[src/rtl/fetch_align.sv]
// -----------------------------------------------------------------------------
// fetch_align
//   Aligns 16/32-bit RISC-V instructions out of 64-bit instruction SRAM lines.
//   One line is buffered. A halfword register keeps the top halfword of the
//   previous line so that a 32-bit instruction that straddles two lines can be
//   assembled. The aligned instruction is presented combinationally and is
//   also registered into the fe2de decode-stage payload.
//
// Ports
//   clk                 in   system clock (rising edge)
//   cpurst              in   synchronous active-high reset
//   pc[31:0]            in   current fetch PC
//   isram_rdata[63:0]   in   SRAM read line, 8-byte aligned
//   isram_cs_ff         in   isram_rdata valid this cycle
//   isram_adr_ff[28:0]  in   line address [31:3] of isram_rdata
//   fet_flush           in   fetch stall/flush from PC generator
//   branch_predict_err  in   redirect from decode
//   de_stall            in   decode stall, holds fe2de register
//   rv32_instr[31:0]    out  aligned instruction (combinational)
//   isrv16              out  rv32_instr is a compressed instruction
//   instr_avail         out  rv32_instr is complete for pc
//   fetch_misalign      out  pc[0] set
//   fe2de_valid/pc/instr/isrv16  out  registered decode-stage payload
//   fa_state[1:0]       out  FSM state (debug)
// -----------------------------------------------------------------------------
module fetch_align (
  input  logic        clk,
  input  logic        cpurst,
  input  logic [31:0] pc,
  input  logic [63:0] isram_rdata,
  input  logic        isram_cs_ff,
  input  logic [28:0] isram_adr_ff,
  input  logic        fet_flush,
  input  logic        branch_predict_err,
  input  logic        de_stall,
  output logic [31:0] rv32_instr,
  output logic        isrv16,
  output logic        instr_avail,
  output logic        fetch_misalign,
  output logic        fe2de_valid,
  output logic [31:0] fe2de_pc,
  output logic [31:0] fe2de_instr,
  output logic        fe2de_isrv16,
  output logic [1:0]  fa_state
);

  localparam logic [1:0]  EMPTY = 2'd0;
  localparam logic [1:0]  LINE  = 2'd1;
  localparam logic [1:0]  SPLIT = 2'd2;
  localparam logic [31:0] NOP   = 32'h0000_0013;

  // Line buffer and previous-line upper halfword
  logic [63:0] line_q;
  logic [28:0] line_tag;
  logic        line_vld;
  logic [15:0] hw_q;
  logic [28:0] hw_tag;
  logic        hw_vld;

  always_ff @(posedge clk) begin
    if (cpurst) begin
      line_vld <= 1'b0;
      hw_vld   <= 1'b0;
    end else if (isram_cs_ff) begin
      line_q   <= isram_rdata;
      line_tag <= isram_adr_ff;
      line_vld <= 1'b1;
      // Save the top halfword of the line being replaced
      if (line_vld) begin
        hw_q   <= line_q[63:48];
        hw_tag <= line_tag;
        hw_vld <= 1'b1;
      end
    end
  end

  // Current line: fresh SRAM data takes precedence over the buffer
  logic [63:0] cur_data;
  logic [28:0] cur_tag;
  logic        cur_vld;
  logic [28:0] pc_tag;
  logic [28:0] pc_tag_nx;
  logic        cur_hit;
  logic        cur_hit_nx;
  logic        byp_hit;
  logic        hw_hit;

  assign cur_data   = isram_cs_ff ? isram_rdata  : line_q;
  assign cur_tag    = isram_cs_ff ? isram_adr_ff : line_tag;
  assign cur_vld    = isram_cs_ff | line_vld;
  assign pc_tag     = pc[31:3];
  assign pc_tag_nx  = pc_tag + 29'd1;   // wraps in 29 bits
  assign cur_hit    = cur_vld && (cur_tag == pc_tag);
  assign cur_hit_nx = cur_vld && (cur_tag == pc_tag_nx);
  // While the next line is arriving, the old line's top halfword is still in
  // line_q (it only reaches hw_q next cycle); forward it so the cross-line
  // instruction completes in the same cycle as the second line.
  assign byp_hit    = isram_cs_ff && line_vld && (line_tag == pc_tag);
  assign hw_hit     = hw_vld && (hw_tag == pc_tag);

  // Low halfword of a cross-line instruction
  logic [15:0] lo16;
  logic        lo_found;
  logic [15:0] hi16;

  always_comb begin
    lo16     = 16'h0000;
    lo_found = 1'b0;
    if (cur_hit) begin
      lo16     = cur_data[63:48];
      lo_found = 1'b1;
    end else if (byp_hit) begin
      lo16     = line_q[63:48];
      lo_found = 1'b1;
    end else if (hw_hit) begin
      lo16     = hw_q;
      lo_found = 1'b1;
    end
  end

  assign hi16 = cur_hit_nx ? cur_data[15:0] : 16'h0000;

  logic [31:0] raw_instr;
  logic        raw_avail;
  logic        lo_is32;

  assign lo_is32 = (lo16[1:0] == 2'b11);

  always_comb begin
    raw_instr = 32'h0000_0000;
    raw_avail = 1'b0;
    case (pc[2:1])
      2'd0: begin raw_instr = cur_data[31:0];  raw_avail = cur_hit; end
      2'd1: begin raw_instr = cur_data[47:16]; raw_avail = cur_hit; end
      2'd2: begin raw_instr = cur_data[63:32]; raw_avail = cur_hit; end
      default: begin
        raw_instr = {hi16, lo16};
        raw_avail = lo_found && (!lo_is32 || cur_hit_nx);
      end
    endcase
  end

  assign fetch_misalign = pc[0];

  always_comb begin
    rv32_instr  = NOP;
    isrv16      = 1'b0;
    instr_avail = 1'b0;
    if (raw_avail && !fetch_misalign) begin
      rv32_instr  = raw_instr;
      isrv16      = (raw_instr[1:0] != 2'b11);
      instr_avail = 1'b1;
    end
  end

  // FSM (tracking/debug; alignment itself is tag driven)
  logic [1:0] state_reg;
  logic [1:0] state_next;
  logic       split_cond;

  assign split_cond = (pc[2:1] == 2'd3) && lo_found && lo_is32 && !cur_hit_nx;

  always_comb begin
    state_next = state_reg;
    case (state_reg)
      EMPTY:   if (isram_cs_ff) state_next = LINE;
      LINE:    if (split_cond) state_next = SPLIT;
      SPLIT:   if (instr_avail || branch_predict_err) state_next = LINE;
      default: state_next = EMPTY;
    endcase
  end

  always_ff @(posedge clk) begin
    if (cpurst) state_reg <= EMPTY;
    else        state_reg <= state_next;
  end

  assign fa_state = state_reg;

  // Decode-stage payload register
  always_ff @(posedge clk) begin
    if (cpurst) begin
      fe2de_valid  <= 1'b0;
      fe2de_pc     <= 32'h0000_0000;
      fe2de_instr  <= NOP;
      fe2de_isrv16 <= 1'b0;
    end else if (de_stall) begin
      fe2de_valid  <= fe2de_valid;
    end else if (branch_predict_err || fet_flush || !instr_avail || fetch_misalign) begin
      fe2de_valid  <= 1'b0;
      fe2de_pc     <= pc;
      fe2de_instr  <= NOP;
      fe2de_isrv16 <= 1'b0;
    end else begin
      fe2de_valid  <= 1'b1;
      fe2de_pc     <= pc;
      fe2de_instr  <= rv32_instr;
      fe2de_isrv16 <= isrv16;
    end
  end

endmodule

[config.mk]
export PLATFORM = sky130hd
export DESIGN_NAME = fetch_align
export DESIGN_NICKNAME = d
export VERILOG_FILES = /design/src/rtl/fetch_align.sv
export SDC_FILE = /design/constraint.sdc
export NUM_CORES = 1
export LEC_CHECK = 0
export CAP_MARGIN = 25
export CORE_MARGIN = 8
export CORE_UTILIZATION = 56
export DETAILED_ROUTE_END_ITERATION = 7
export PLACE_DENSITY_LB_ADDON = 0.15
export SLEW_MARGIN = 20
export SYNTH_ARGS = -nofsm -noshare
export SYNTH_HDL_FRONTEND = slang
export SYNTH_SLANG_ARGS = --single-unit
export TNS_END_PERCENT = 5
[constraint.sdc]
create_clock -name clk -period 7.1 [get_ports clk]
set_input_delay 1.065 -clock clk [delete_from_list [all_inputs] [get_ports clk]]
set_output_delay 1.065 -clock clk [all_outputs]
set_load 0.02 [all_outputs]
==> metrics.yaml, run 1 <==
outcome: "complete, no violations"
syn_area_per_cell_um2: 10.3
die_area_um2: 24700
place_area_um2: 13600
fin_setup_tns_ns: 0
h-tree-depth: 1
io_buffers: 233
clock_path_buffers: 3
crit_chain: "clkdlybuf4s50_1 > nand3_1 > nor4_1 > buf_4 > and3_1 > xor2_1 > a2111oi_1 > nand3_1 > nor4b_4 > buf_4 > a31oi_1 > nor2_1 > clkdlybuf4s50_1"
ant_nets: 0
syn_nets: 1211
timing.rr.end: "fe2de_instr[28]$_SDFFE_PP0N_"
clk_pin_slew_worst_paths_ns: 0.06
p_leak_nw: 5.28
period_share: 0.899
route.vias.total: 9246
synth-seq-cells: 208
initial_core_util: 0.572
reg2reg_setup_slack_ns: 3.46
syn_area_um2: 11200
synth_top_area_share: 0.371
rr_worst_depth: 10
overflow: 0
cts_hold_buffers: 0
firstDrtPassIters: 5
dp.cells: 1517
cts_buffers: 23
final_hold_viol_count: 0
fin_util: 0.734
post-synth-top-area-cell: "edfxtp_1"
area_growth_pct: 28.5
maxSlewViolCount: 0
async_flop_share: 0
synth-main-ff-cell: "edfxtp_1"
fin_area_um2: 14300
cts-root-buf: "clkbuf_16"
rsz0062_at_grt: "no"
grt_antenna_before_repair: 4
fin_cells: 1562
io_pins: 234
netlist_top_cells_area: "edfxtp_1 37%, dfxtp_1 13%, mux2_2 7.4%"
synth_edf_count: 138
grt_pass1_wl_um: 52700
synth_cell_type_count: 71
wirelength_um: 34900
clk_latency_ns: 0.52
drt_iter0_markers: 829
drc: 0
hold_end: "fe2de_valid$_SDFFE_PP0N_"
arrival_ns: 5.32
place.gp.congestion: 0.917
multiInputGateArea_um2: 5120
first_global_vias: 8984
cap_violations: 0
crit_fanout: 19
clock_skew_ns: 0.00658
slowest_stage: "clkdlybuf4s50_1"
end_kind: "primary output"
peakVddDrop_v: 0.000144
critPathLaunchType: "input pin"
setup_viol: 0
cts_num_sinks: 208
critPathKind: "input pin to primary output"
cts_resized: 0
tightest_slew_ns: 0.951
hp-start: "fe2de_valid$_SDFFE_PP0N_"
fp.coreArea_um2: 19500
cts_tree: "yes"
fp-row-count: 51
final_layout_size_suffix_gt1_frac: 0.118
r2r-start: "line_tag[2]$_DFFE_PN_"
critPathRequiredTime_ns: 6.03
cts_setup_buffers: 0
routedWlPerCell_um: 22.3
die_width_um: 157
ys_seq_area_frac: 0.497
min_period_ns: 6.39
power_w: 0.00301
chipHeight_um: 157
min_path_cells: 2
hp-class: "flop to flop"
dp_hpwl_um: 25300
slew_headroom: 0.366
vias_per_cell: 5.92
power_density_nw_per_um2: 210
critPathMaxStageDelay_ns: 0.76
grt_max_degree: 68
yosysMostFrequentCell: "edfxtp_1"
grt.total_usage: 0.276
syn_inst: 1079
fillers: 1472
synth_top_cells_by_count: "138 x edfxtp_1, 116 x nor2_1, 99 x nand2_1"
fmax_mhz: 157
ff_latch_area_um2: 5550
ys_warn_count: 0
final_net_count: 1409
[sequential cells by signal, indices dropped and copies added (netlist names)]
name          flops
hw_q             16
fe2de_pc         32
fe2de_valid       1
fa_state          2
line_tag         29
fe2de_instr      32
line_vld          1
line_q           64
hw_vld            1
fe2de_isrv16      1
hw_tag           29
[cells in the final DEF (no fill, tap or decap), types with 4 or more instances in the layout]
cell,synthesis,routed
xor2_1,66,66
clkbuf_1,58,8
clkinv_2,0,7
nand2_1,99,99
o32ai_1,15,15
xnor2_1,34,34
o21ai_1,31,31
o22ai_1,6,6
nor2_1,116,116
nor4_1,19,18
inv_1,34,33
dfxtp_1,70,70
mux2_2,73,73
nor3_1,10,10
or4_1,4,4
a31oi_1,18,18
buf_4,3,23
a21oi_1,19,19
nand2b_1,5,5
clkbuf_16,0,24
mux2i_1,59,59
nand4_1,20,20
o21ai_0,71,71
clkdlybuf4s50_1,0,229
nand3_1,13,13
edfxtp_1,138,138
[critical path: cells and delay by family]
kind / cells / cell delay, ns
buf+inv: 4 / 1.93
xor+xnor: 1 / 0.09
simple gates: 6 / 1.60
compound gates: 2 / 0.62
[metrics by stage]
| stage | hold slack (ns) | setup slack [ns] |
|---|---|---|
| floorplan | 0.437 | 1.92 |
| global placement | 0.431 | 0.735 |
| detailed placement | 0.435 | 0.789 |
| CTS | 0.445 | 0.764 |
| global route | 0.461 | 0.474 |
| finish | 0.443 | 0.714 |
[metal layers]
layer	track usage	routed length (um)	vias up
met3	0.0749	3680	79
met1	0.397	15600	4441
li1	-	-	4270
met4	0.0802	888	6
met5	0	39	-
met2	0.397	14700	450
[logic make-up after synthesis]
group / share of synthesized area
simple gates: 0.133
flops: 0.497
compound gates: 0.106
mux: 0.136
buf+inv: 0.0463
xor+xnor: 0.0806
fa+ha+maj: 0.00112
[where the power goes]
group / total [W] / internal [W] / switching (W)
registers: 0.00140 / 0.00136 / 0.0000332
logic: 0.000480 / 0.000213 / 0.000266
clock network: 0.00113 / 0.000635 / 0.000495
[cell type report]
cell class,count,share of cell area
inverters,35,0.00925
flip-flops and latches,208,0.387
clock inverters,9,0.00375
repair buffers,256,0.174
clock buffers,33,0.0449
diodes,3,0.000524
multi-input cells,753,0.357
well taps,265,0.0231
[worst max-delay path by stage]
stage                     start        endpoint  slack [ns]  cells after the start
final                     pc[5]  rv32_instr[26]        0.71                     13
after detailed placement  pc[5]  rv32_instr[18]        0.79                     13
after floorplan           pc[5]          isrv16        1.92                     12
after CTS                 pc[5]  rv32_instr[21]        0.76                     13
after global routing      pc[5]  rv32_instr[26]        0.47                     13
after global placement    pc[5]  rv32_instr[26]        0.73                     13
No activity file was read; power rests on OpenSTA's default activity.
==> run 2, diff against run 1 <==
- CORE_MARGIN: 8 -> not set
- HOLD_SLACK_MARGIN: not set -> 0.15
==> run 2 against run 1 <==
Net effect:
- worst hold slack better by 0.0070 ns
- sequential power about the same
- critical path depth up 1
- first-iteration DRC count up 12%
- maximum frequency down 2.1%
- combinational power up 2%
- flip-flop and latch count unchanged
- wire length down 3.1%
- clock power up 7%
- global-route usage up 5.4 points
- non-clock buffer count up 1
==> metrics.yaml, run 2 (synthesis gave the netlist of run 1 again) <==
end_kind: "primary output"  # unchanged
grt_antenna_before_repair: 1  # was 4
timing.rr.end: "fe2de_instr[0]$_SDFFE_PP1N_"  # was fe2de_instr[28]$_SDFFE_PP0N_
ant_nets: 0  # unchanged
crit_fanout: 40  # was 19
peakVddDrop_v: 0.000164  # was 0.000144 V
route.vias.total: 9295  # was 9246
final_net_count: 1410  # was 1409
drt_iter0_markers: 928  # was 829
fp-row-count: 51  # unchanged
final_layout_size_suffix_gt1_frac: 0.119  # was 0.118
chipHeight_um: 143  # was 157 um
final_hold_viol_count: 0  # unchanged
cts_tree: "yes"  # unchanged
routedWlPerCell_um: 21.6  # was 22.3 um
place_area_um2: 13700  # was 13600 um^2
power_density_nw_per_um2: 214  # was 210 nW/um^2
cts_resized: 0  # unchanged
io_buffers: 233  # unchanged
reg_top3: "line_q: 64 flops, fe2de_instr: 32 flops, fe2de_pc: 32 flops"  # unchanged
drc: 0  # unchanged
h-tree-depth: 1  # unchanged
clock_skew_ns: 0.0231  # was 0.00658 ns
reg2reg_setup_slack_ns: 3.60  # was 3.46 ns
rsz0062_at_grt: "no"  # unchanged
fp.coreArea_um2: 19500  # unchanged
grt_max_degree: 70  # was 68
tightest_slew_ns: 0.955  # was 0.951 ns
hold_end: "fe2de_instr[13]$_SDFFE_PP0N_"  # was fe2de_valid$_SDFFE_PP0N_
fin_setup_tns_ns: 0  # unchanged
setup_viol: 0  # unchanged
first_global_vias: 8773  # was 8984
cap_violations: 0  # unchanged
min_period_ns: 6.52  # was 6.39 ns
dp_hpwl_um: 24600  # was 25300 um
hp-class: "flop to flop"  # unchanged
area_growth_pct: 29.2  # was 28.5%
min_path_cells: 2  # unchanged
clock_path_buffers: 3  # unchanged
outcome: "complete, no violations"  # unchanged
layout_common_cells: "229 x clkdlybuf4s50_1, 138 x edfxtp_1, 116 x nor2_1, 99 x nand2_1, 73 x mux2_2"  # unchanged
hp-start: "fe2de_instr[13]$_SDFFE_PP0N_"  # was fe2de_valid$_SDFFE_PP0N_
top_register: "line_q"  # unchanged
slew_headroom: 0.363  # was 0.366
cts_hold_buffers: 0  # unchanged
maxSlewViolCount: 0  # unchanged
cts-root-buf: "clkbuf_16"  # unchanged
largest_reg_flops: 64  # unchanged
fmax_mhz: 153  # was 157 MHz
period_share: 0.919  # was 0.899
rr_worst_depth: 12  # was 10
vias_per_cell: 5.95  # was 5.92
arrival_ns: 5.46  # was 5.32 ns
grt.total_usage: 0.330  # was 0.276
initial_core_util: 0.572  # unchanged
fin_area_um2: 14400  # was 14300 um^2
clk_pin_slew_worst_paths_ns: 0.06  # about the same
wirelength_um: 33800  # was 34900 um
overflow: 0  # unchanged
io_pins: 234  # unchanged
critPathRequiredTime_ns: 6.03  # about the same
cts_num_sinks: 208  # unchanged
p_leak_nw: 5.30  # was 5.28 nW
firstDrtPassIters: 8  # was 5
layout_commonest_cell: "clkdlybuf4s50_1"  # unchanged
cts_setup_buffers: 0  # unchanged
place.gp.congestion: 1.03  # was 0.917
die_width_um: 143  # was 157 um
critPathLaunchType: "input pin"  # unchanged
die_area_um2: 20500  # was 24700 um^2
r2r-start: "line_tag[2]$_DFFE_PN_"  # unchanged
critPathKind: "input pin to primary output"  # unchanged
grt_pass1_wl_um: 50500  # was 52700 um
clk_latency_ns: 0.52  # about the same
cts_buffers: 23  # unchanged
==> run 2: cell type report <==
class	count	area [um^2]
Inverter	35	133
Tap cell	265	332
Multi-Input combinational cell	753	5120
Clock inverter	15	156
Timing Repair Buffer	257	2520
Sequential cell	208	5550
Clock buffer	27	601
Fill cell	1463	5110
Antenna cell	3	7.51
==> run 2: worst max-delay path by stage <==
stage	from	endpoint	slack (ns)	cells past startpoint
detailed placement	isram_cs_ff	rv32_instr[25]	0.69	14
global route	isram_cs_ff	rv32_instr[24]	0.38	14
CTS	isram_cs_ff	rv32_instr[25]	0.66	14
floorplan	pc[5]	isrv16	1.92	12
finish	isram_cs_ff	rv32_instr[25]	0.58	14
global placement	pc[4]	rv32_instr[4]	0.73	13
==> run 2: metal layers <==
metal	up-vias	global-route usage	share of wire
met5	-	0	0
met4	0	0.106	0.025
met3	62	0.0915	0.12
met2	513	0.465	0.42
met1	4442	0.485	0.44
li1	4278	-	-
==> run 2: stage by stage <==
stage	std cells	util	hold slack (ns)	worst slack [ns]	total power [W]
2_1_floorplan	1079	-	0.437	1.92	0.00170
6_report	1563	0.738	0.450	0.577	0.00309
3_5_place_dp	1518	0.699	0.444	0.689	0.00190
5_1_grt	1560	0.738	0.472	0.377	0.00319
3_3_place_gp	1517	0.698	0.430	0.729	0.00189
4_1_cts	1560	0.738	0.453	0.660	0.00310
==> run 2: critical path, stage by stage <==
cell and delay, ns:
buf_4 0.48, buf_4 0.45, mux2i_2 0.35, xor2_1 0.23, nand2_1 0.14, or4_1 0.54, nor3_4 0.20, buf_4 0.24
a21oi_1 0.07, a21oi_1 0.29, o21ai_2 0.33, buf_4 0.28, nor2_1 0.12, clkdlybuf4s50_1 0.63
==> run 2: power breakdown <==
group          internal, W  switching (W)  total, W
combinational     0.000213       0.000274  0.000488
clock             0.000715       0.000493   0.00121
sequential         0.00136      0.0000334   0.00140
total              0.00229       0.000801   0.00309
==> run 3, diff against run 2 <==
- HOLD_SLACK_MARGIN: 0.15 -> 0.08
- SKIP_CTS_REPAIR_TIMING: not set -> 1
==> results of run 3 <==
Same layout as run 2: the final DEF is identical, and so are final timing and power.
